==> src/rtl/ste_stream_controller_pkg.sv <==
// Shared widths, FSM encoding and report record layout for the STE stream controller.
package ste_stream_controller_pkg;

  localparam int DEF_SYMBOL_WIDTH = 16;
  localparam int DEF_NUM_REPORTS  = 2;
  localparam int DEF_OFFSET_WIDTH = 32;
  localparam int DEF_FIFO_DEPTH   = 4;

  typedef logic [1:0] state_t;

  localparam state_t ST_IDLE  = 2'd0;
  localparam state_t ST_CLEAR = 2'd1;
  localparam state_t ST_RUN   = 2'd2;
  localparam state_t ST_DRAIN = 2'd3;

  typedef struct packed {
    logic [DEF_OFFSET_WIDTH-1:0] offset;
    logic [DEF_NUM_REPORTS-1:0]  vector;
  } rep_rec_t;

endpackage

==> src/rtl/ste_stream_controller_report_fifo.sv <==
// Synchronous report FIFO; a pop on a full FIFO frees the slot for a same-cycle push.
module ste_report_fifo
  import ste_stream_controller_pkg::*;
#(
  parameter int WIDTH = DEF_OFFSET_WIDTH + DEF_NUM_REPORTS,
  parameter int DEPTH = DEF_FIFO_DEPTH
) (
  input  logic             clock,
  input  logic             resetN,
  input  logic             push_i,
  input  logic [WIDTH-1:0] data_i,
  input  logic             pop_i,
  output logic [WIDTH-1:0] data_o,
  output logic             full_o,
  output logic             empty_o
);

  localparam int AW = $clog2(DEPTH);

  logic [WIDTH-1:0] mem_q [DEPTH];
  logic [AW:0]      wr_ptr_q, wr_ptr_d;
  logic [AW:0]      rd_ptr_q, rd_ptr_d;
  logic             pop_s;
  logic             push_s;

  assign empty_o = (wr_ptr_q == rd_ptr_q);
  assign full_o  = (wr_ptr_q[AW] != rd_ptr_q[AW]) && (wr_ptr_q[AW-1:0] == rd_ptr_q[AW-1:0]);
  assign pop_s   = pop_i && !empty_o;
  assign push_s  = push_i && (!full_o || pop_s);
  assign data_o  = mem_q[rd_ptr_q[AW-1:0]];

  // Pointer advance for accepted pushes and pops.
  always_comb begin
    wr_ptr_d = wr_ptr_q;
    rd_ptr_d = rd_ptr_q;
    if (push_s) begin
      wr_ptr_d = wr_ptr_q + {{AW{1'b0}}, 1'b1};
    end else begin
      wr_ptr_d = wr_ptr_q;
    end
    if (pop_s) begin
      rd_ptr_d = rd_ptr_q + {{AW{1'b0}}, 1'b1};
    end else begin
      rd_ptr_d = rd_ptr_q;
    end
  end

  // Storage and pointer registers.
  always_ff @(posedge clock or negedge resetN) begin
    if (!resetN) begin
      wr_ptr_q <= {(AW+1){1'b0}};
      rd_ptr_q <= {(AW+1){1'b0}};
      for (int i = 0; i < DEPTH; i++) begin
        mem_q[i] <= {WIDTH{1'b0}};
      end
    end else begin
      wr_ptr_q <= wr_ptr_d;
      rd_ptr_q <= rd_ptr_d;
      if (push_s) begin
        mem_q[wr_ptr_q[AW-1:0]] <= data_i;
      end
    end
  end

endmodule

==> src/rtl/ste_stream_controller.sv <==
// Feeds one symbol stream through the STE array and queues (offset, report) records,
// holding the automaton step whenever a report cannot be stored.
module ste_stream_controller
  import ste_stream_controller_pkg::*;
#(
  parameter int SYMBOL_WIDTH = DEF_SYMBOL_WIDTH,
  parameter int NUM_REPORTS  = DEF_NUM_REPORTS,
  parameter int OFFSET_WIDTH = DEF_OFFSET_WIDTH,
  parameter int FIFO_DEPTH   = DEF_FIFO_DEPTH
) (
  input  logic                    clock,
  input  logic                    resetN,
  input  logic                    streamStart,
  input  logic                    inValid,
  input  logic [SYMBOL_WIDTH-1:0] inSymbol,
  input  logic                    inLast,
  output logic                    inReady,
  output logic [SYMBOL_WIDTH-1:0] steSymbol,
  output logic                    steStep,
  output logic                    steClear,
  output logic                    startOfData,
  input  logic [NUM_REPORTS-1:0]  steReport,
  output logic                    repValid,
  input  logic                    repReady,
  output logic [OFFSET_WIDTH-1:0] repOffset,
  output logic [NUM_REPORTS-1:0]  repVector,
  output logic                    busy,
  output logic                    done
);

  localparam int RW = OFFSET_WIDTH + NUM_REPORTS;

  state_t                  state_q, state_d;
  logic                    stage_valid_q, stage_valid_d;
  logic [OFFSET_WIDTH-1:0] stage_offset_q, stage_offset_d;
  logic [OFFSET_WIDTH-1:0] offset_q, offset_d;
  logic [SYMBOL_WIDTH-1:0] symbol_q, symbol_d;

  logic          has_report_s;
  logic          retire_s;
  logic          fire_s;
  logic          push_s;
  logic          pop_s;
  logic          done_s;
  logic          fifo_full_s;
  logic          fifo_empty_s;
  logic [RW-1:0] fifo_head_s;

  // The retire decision is combinational through steReport, so inReady is too.
  assign has_report_s = (steReport != {NUM_REPORTS{1'b0}});
  assign retire_s     = stage_valid_q && (!has_report_s || !fifo_full_s);
  assign inReady      = (state_q == ST_RUN) && (!stage_valid_q || retire_s);
  assign fire_s       = inValid && inReady;
  assign push_s       = retire_s && has_report_s;
  assign pop_s        = repReady && !fifo_empty_s;

  // Stream sequencing.
  always_comb begin
    state_d = state_q;
    done_s  = 1'b0;
    case (state_q)
      ST_IDLE: begin
        if (streamStart) begin
          state_d = ST_CLEAR;
        end else begin
          state_d = ST_IDLE;
        end
      end
      ST_CLEAR: begin
        state_d = ST_RUN;
      end
      ST_RUN: begin
        if (fire_s && inLast) begin
          state_d = ST_DRAIN;
        end else begin
          state_d = ST_RUN;
        end
      end
      ST_DRAIN: begin
        if (!stage_valid_q) begin
          state_d = ST_IDLE;
          done_s  = 1'b1;
        end else begin
          state_d = ST_DRAIN;
        end
      end
      default: begin
        state_d = ST_IDLE;
      end
    endcase
  end

  // Offset counter and the single-entry stage that presents steSymbol.
  always_comb begin
    offset_d       = offset_q;
    stage_valid_d  = stage_valid_q;
    stage_offset_d = stage_offset_q;
    symbol_d       = symbol_q;
    if (state_q == ST_CLEAR) begin
      offset_d = {OFFSET_WIDTH{1'b0}};
    end else if (fire_s) begin
      offset_d = offset_q + {{(OFFSET_WIDTH-1){1'b0}}, 1'b1};
    end else begin
      offset_d = offset_q;
    end
    if (fire_s) begin
      stage_valid_d  = 1'b1;
      stage_offset_d = offset_q;
      symbol_d       = inSymbol;
    end else if (retire_s) begin
      stage_valid_d  = 1'b0;
    end else begin
      stage_valid_d  = stage_valid_q;
    end
  end

  // Controller state registers.
  always_ff @(posedge clock or negedge resetN) begin
    if (!resetN) begin
      state_q        <= ST_IDLE;
      stage_valid_q  <= 1'b0;
      stage_offset_q <= {OFFSET_WIDTH{1'b0}};
      offset_q       <= {OFFSET_WIDTH{1'b0}};
      symbol_q       <= {SYMBOL_WIDTH{1'b0}};
    end else begin
      state_q        <= state_d;
      stage_valid_q  <= stage_valid_d;
      stage_offset_q <= stage_offset_d;
      offset_q       <= offset_d;
      symbol_q       <= symbol_d;
    end
  end

  ste_report_fifo #(
    .WIDTH (RW),
    .DEPTH (FIFO_DEPTH)
  ) u_fifo (
    .clock   (clock),
    .resetN  (resetN),
    .push_i  (push_s),
    .data_i  ({stage_offset_q, steReport}),
    .pop_i   (pop_s),
    .data_o  (fifo_head_s),
    .full_o  (fifo_full_s),
    .empty_o (fifo_empty_s)
  );

  assign steSymbol   = symbol_q;
  assign steStep     = retire_s;
  assign steClear    = (state_q == ST_CLEAR);
  assign startOfData = stage_valid_q && (stage_offset_q == {OFFSET_WIDTH{1'b0}});
  assign busy        = (state_q != ST_IDLE);
  assign done        = done_s;
  assign repValid    = !fifo_empty_s;

  // Stale head contents are masked so the record outputs read zero when empty.
  always_comb begin
    repOffset = {OFFSET_WIDTH{1'b0}};
    repVector = {NUM_REPORTS{1'b0}};
    if (!fifo_empty_s) begin
      repOffset = fifo_head_s[RW-1:NUM_REPORTS];
      repVector = fifo_head_s[NUM_REPORTS-1:0];
    end else begin
      repOffset = {OFFSET_WIDTH{1'b0}};
      repVector = {NUM_REPORTS{1'b0}};
    end
  end

endmodule
==> config.mk <==
export PLATFORM = sky130hd
export DESIGN_NAME = ste_stream_controller
export DESIGN_NICKNAME = d
export VERILOG_FILES = /design/src/rtl/ste_stream_controller_pkg.sv /design/src/rtl/ste_stream_controller_report_fifo.sv /design/src/rtl/ste_stream_controller.sv
export SDC_FILE = /design/constraint.sdc
export NUM_CORES = 1
export LEC_CHECK = 0
export ABC_AREA = 1
export CAP_MARGIN = 10
export CORE_MARGIN = 1.5
export CORE_UTILIZATION = 30
export DETAILED_ROUTE_END_ITERATION = 8
export MAX_ROUTING_LAYER = met4
export PLACE_DENSITY = 0.53
export SLEW_MARGIN = 10
export SYNTH_ARGS = -nofsm -noshare
export SYNTH_HDL_FRONTEND = slang
export SYNTH_HIERARCHICAL = 1
export SYNTH_SLANG_ARGS = --single-unit
export TNS_END_PERCENT = 10
==> constraint.sdc <==
create_clock -name clock -period 5.4 [get_ports clock]
set_input_delay 0.54 -clock clock [delete_from_list [all_inputs] [get_ports clock]]
set_output_delay 0.54 -clock clock [all_outputs]
set_load 0.02 [all_outputs]
==> reports/qor.yml <==
pwr:
  ir_worst_vdd_uv: 255
  cellPowerDensity_nw_per_um2: 529
  leakagePower_uw: 0.00653
global_routing:
  overflow: 0
  grt_max_degree: 151
  antenna_found_initial: 0
  grtUsageTotal_pct: 17.5
  grt_pass1_wl_um: 53500
  grt_pass1_vias: 9778
yosys:
  ys_top_cells_by_count: "500 x nand2_1, 225 x dfrtp_1, 174 x nor2_1"
  synthTopCellsByArea: "dfrtp_1 50%, nand2_1 17%, nand4_1 8.2%"
  ys_ff_latch: 225
  synth_edf_count: 0
  synth_top_area_cell: "dfrtp_1"
  syn-num-nets: 1483
  synth_top_area_share_pct: 49.9
  syn_area_per_cell_sq_um: 7.76
  synth_warnings: 6
  synth-main-ff-cell: "dfrtp_1"
  syn-cell-area_sq_um: 11300
  ys_seq_area_share_pct: 49.9
  synth_cell_types: 31
  yosysMostFrequentCell: "nand2_1"
  syn_inst: 1453
  synth-async-reset-ratio_pct: 100
final_layout:
  multi_input_area_sq_um: 4780
  fillers: 3879
  nets: 1512
  fin_cells: 1969
  insertedDiodeCount: 0
  drive_gt1_share_pct: 6.33
  syn_to_final_growth_pct: 17.5
  seq_area_sq_um: 5630
floorplan:
  placementRows: 70
  dieArea_sq_um: 38800
  die_x_um: 197
  design.core.area_sq_um: 36800
  start_util_pct: 30.7
  ioPinCount: 81
  die_height_um: 197
critical_path:
  crit_type: "reg2out"
  critPathSlowestCell: "inv_2"
  cp-end-kind: "output pin"
  ff2ff_path_depth: 11
  path_delay_family: "buffers and inverters"
  cp-start-kind: "flip-flop"
  cp_max_fo: 51
  crit_path_cell_trace: "inv_2 -> buf_4 -> o21ai_0 -> o22ai_1 -> inv_1 -> nor2_1 -> clkdlybuf4s50_1"
  cp_data_arrival_time_ns: 3.47
  crit_cells: 7
  max_stage_delay_ns: 0.77
  worst-path-buf-inv: 4
  cp.required_ns: 4.86
routing:
  wl_um: 32500
  dr_wl_met3_um: 1320
  dr_total_vias: 9874
  firstDrtPassIters: 7
  drt_iter0_markers: 742
  dr_wl_met2_um: 15100
  antenna_left: 0
  drt-wirelength-per-cell_um: 16.5
  met1_length_um: 15600
  drc: 0
  avgViaCountPerCell: 5.01
  top_layer_used: "met4"
run_status:
  outcome: "finished with violations"
  violations: "negative hold slack"
placed_design:
  place_inst: 1921
  place_hpwl_um: 19900
  gp_congestion: 0.838
  dp_slack_ns: 1.73
  numPortBuffers: 80
clocking:
  cts_buffer_depth: 3
  post_cts_buffers: 0
  post_cts_resize_count: 0
  cts_sinks: 225
  cts_max_level: 1
  worstSkewPairLatency_ns: 0.53
  cts_hold_buffers: 0
  cts_buffers: 27
  cts_tree: "built"
  clkTransAtPathRegs_ns: 0.06
  cts-root-buf: "clkbuf_16"
timing:
  hold_viol_final: 11
  max_freq_mhz: 249
  grt_setup_unrepaired: "false"
  tightest_slew_ns: 1.07
  setup_ws_ns: 1.39
  skew_ns: 0.0194
  slew_headroom_pct: 28.9
  setup_viol: 0
  slew_viol_final: 0
  min_period_over_period_pct: 74.3
  fin_tns_setup_ns: 0
  fin_crit_ns: 4.01
  hold-worst-slack_ns: -0.0160
run:
  maxCapViolations: 0
worst_hold_path:
  hp-class: "in2async"
[placed cells by master, fill, tap and decap left out, types with 2 or more instances in the layout]
cell	n
nor2_2	8
nand3_2	6
o22ai_1	34
nand4_1	148
nor4_1	4
clkbuf_8	3
clkbuf_16	27
clkbuf_1	3
nor3_1	6
a21oi_1	17
nand2_1	500
bufinv_16	6
clkinv_2	5
buf_4	19
nor2_4	4
ha_1	6
inv_6	2
inv_1	81
a31oi_1	2
nor2_1	174
dfrtp_1	224
nand2_2	2
nand3_1	26
clkinvlp_4	2
o21ai_0	98
inv_2	4
clkdlybuf4s50_1	79
[registers in the layout, summed over array words and instances, names as in the netlist]
name and flops:
u_fifo/mem_q 136, offset_q 32, stage_offset_q 32, steSymbol 16, u_fifo/rd_ptr_q 3, u_fifo/wr_ptr_q 3
state_q 2, stage_valid_q 1
[layout make-up]
type,instances,area share (%)
repair buffers,100,7.31
inverters,85,2.41
clock buffers,33,5.49
clock inverters,15,1.79
flip-flops and latches,225,42.5
multi-input cells,1043,36.1
well taps,468,4.42
[worst paths after layout]
path	startpoint	to	slack, ns
max reg2reg	u_fifo/rd_ptr_q[1]	u_fifo/mem_q[84]	1.71
max in group asynchronous	resetN	offset_q[28]	4.07
max	u_fifo/rd_ptr_q[0]	repOffset[27]	1.39
min	resetN	u_fifo/mem_q[1]	-0.02
min in group clock	u_fifo/mem_q[101]	u_fifo/mem_q[101]	0.47
min reg2reg	u_fifo/mem_q[101]	u_fifo/mem_q[101]	0.47
[routing by layer]
metal | up-vias | GRT usage (%)
met5 | - | -
met4 | 0 | 3.42
met1 | 4774 | 24.1
met3 | 36 | 1.85
li1 | 4847 | -
met2 | 217 | 27.9
[kinds of logic after synthesis]
logic type	Yosys count	synth area share (%)
DFF	225	49.9
xor gates and xnor gates	2	0.222
AOI/OAI and AO/OA	153	7.23
buffers and inverters	185	7.72
and+or+nand+nor	882	34.2
adders and majority gates	6	0.666
[metrics by stage]
step / utilization (%) / total power, uW / cell area (sq um) / hold WS (ns)
6_report: 36.0 / 7010 / 13300 / -0.0160
5_1_grt: 36.0 / 7450 / 13300 / 0.0188
4_1_cts: 36.0 / 7100 / 13300 / 0.00504
3_5_place_dp: 33.4 / 5100 / 12300 / 0.453
3_3_place_gp: 33.4 / 5080 / 12300 / 0.449
2_1_floorplan: - / 3970 / 11300 / 0.244
[power by group]
part           total, uW  leakage (uW)  switching, uW  internal (uW)
Clock               1970      0.000472            725           1240
Combinational       2970       0.00298           2000            974
Sequential          2070       0.00308            197           1880
Total               7010       0.00653           2920           4090
No activity file was read; power rests on OpenSTA's default activity.
==> patch (same settings) <==
Make the reset (`resetN`) synchronous in 2 clocked blocks.
--- a/src/rtl/ste_stream_controller_report_fifo.sv
+++ b/src/rtl/ste_stream_controller_report_fifo.sv
@@ -46,7 +46,7 @@
   end
 
   // Storage and pointer registers.
-  always_ff @(posedge clock or negedge resetN) begin
+  always_ff @(posedge clock) begin
     if (!resetN) begin
       wr_ptr_q <= {(AW+1){1'b0}};
       rd_ptr_q <= {(AW+1){1'b0}};
--- a/src/rtl/ste_stream_controller.sv
+++ b/src/rtl/ste_stream_controller.sv
@@ -115,7 +115,7 @@
   end
 
   // Controller state registers.
-  always_ff @(posedge clock or negedge resetN) begin
+  always_ff @(posedge clock) begin
     if (!resetN) begin
       state_q        <= ST_IDLE;
       stage_valid_q  <= 1'b0;
Check against the original RTL: differs if resetN is asserted again (counterexample within 4 cycles, from zero or initial values and one cycle with resetN low); with resetN held inactive, the same outputs for 4 cycles.
==> patch against the original RTL <==
  * Die area down 2.5%
  * Final area down 1.9%
  * Area after synthesis down 2.5%
  * Hold slack better by 0.48 ns
  * Routed wire length down 14%
  * Sequential cell count up 2
  * Setup slack better by 0.18 ns
  * Maximum frequency up 4.7%
  * Critical path type unchanged
Power is not compared: it rests on default switching activity, and its combinational part moved more than twofold at a synthesized area within 25%.
==> patch: results (changes against the original RTL) <==
metric	value	unit	change
drtPass1Iterations	5		-2
clock_skew	0.0146	ns	-0.00479 ns
synthCells	1198		-18%
gp_congestion	0.823		-1.8%
nets	1277		-16%
yosysUniqueCellTypes	38		+23%
internal_power	3040	uW	
first_global_vias	8108		-17%
vias_per_cell	4.72		-6.0%
post_cts_resized	0		unchanged
grt_util_met2	23.6	%	-4.2 points
met1_usage	20.5	%	-3.6 points
synthTopCellsByArea	edfxtp_1, dfxtp_1, nor3_2		
cp_slowest_cell	inv_1		
grt_util_all_layers	15.1	%	-2.3 points
synth_common_cells	nor2_1, nand2_1, inv_1, edfxtp_1, nor3_2		
slowest_delay	0.86	ns	+0.09 ns
met3_usage	2.26	%	+0.41 points
relSlewSlack	20.9	%	-7.9 points
status	complete, no violations		
fin_cells	1731		-12%
cts_buffers	26		-3.7%
grt_max_degree	74		-51%
drt_iter0_markers	540		-27%
wl_per_cell	16.1	um	-2.6%
dp_hpwl	17300	um	-13%
async_reset_ff_share	0	%	-100 points
synth_edf_count	136		+136
holdCritPathClass	register to register		
drive_above_1_share	15.4	%	+9.1 points
arrival	3.29	ns	-0.18 ns
-- patch: kinds of logic after synthesis --
group / count (synthesis) / share of synthesized area (%)
buf+inv: 215 / 8.66
flops: 227 / 53.7
simple gates: 544 / 26.9
compound gates: 199 / 9.51
xor+xnor: 10 / 0.865
fa+ha+maj: 3 / 0.341
-- patch: final timing paths --
check	from	endpoint	slack, ns	cells after the start
max	register	repOffset[25]	1.57	7
min	steSymbol[4]	steSymbol[4]	0.46	2
max reg2reg	u_fifo/wr_ptr_q[0]	u_fifo/mem_q[1][0]	1.80	12
min reg2reg	steSymbol[4]	steSymbol[4]	0.46	2
-- patch: layout make-up --
class / instances / area (sq um)
Inverter: 143 / 537
Clock buffer: 35 / 724
Tap cell: 461 / 577
Clock inverter: 13 / 160
Timing Repair Buffer: 96 / 921
Multi-Input combinational cell: 756 / 4170
Sequential cell: 227 / 5910
Fill cell: 3572 / 22800
-- patch: per-layer routing --
metal  vias to the layer above  wire, um
met5                         -         0
met4                         0       614
met3                        39      1190
met2                       175     12700
met1                      3855     13300
li1                       4094         -
-- patch: stage by stage --
stage	worst slack, ns	util [%]
2_1_floorplan	0.664	-
3_3_place_gp	1.81	33.8
3_5_place_dp	1.74	33.8
4_1_cts	1.47	36.3
5_1_grt	1.32	36.3
6_report	1.57	36.3
-- patch: power by group through the flow --
stage | registers (uW) | clock network [uW] | logic, uW
6_report | 1900 | 1810 | 210
3_5_place_dp | 1940 | 0 | 214
5_1_grt | 1910 | 1920 | 233
3_3_place_gp | 1940 | 0 | 213
2_1_floorplan | 1940 | 0 | 129
4_1_cts | 1900 | 1850 | 215
-- patch: worst max-delay path, delay by kind of cell (launching register included) --
family / cells / cell delay, ns
buffers and inverters: 4 / 1.79
AO/OA/AOI/OAI: 2 / 0.53
flip-flops: 1 / 0.30
AND/OR/NAND/NOR: 1 / 0.10
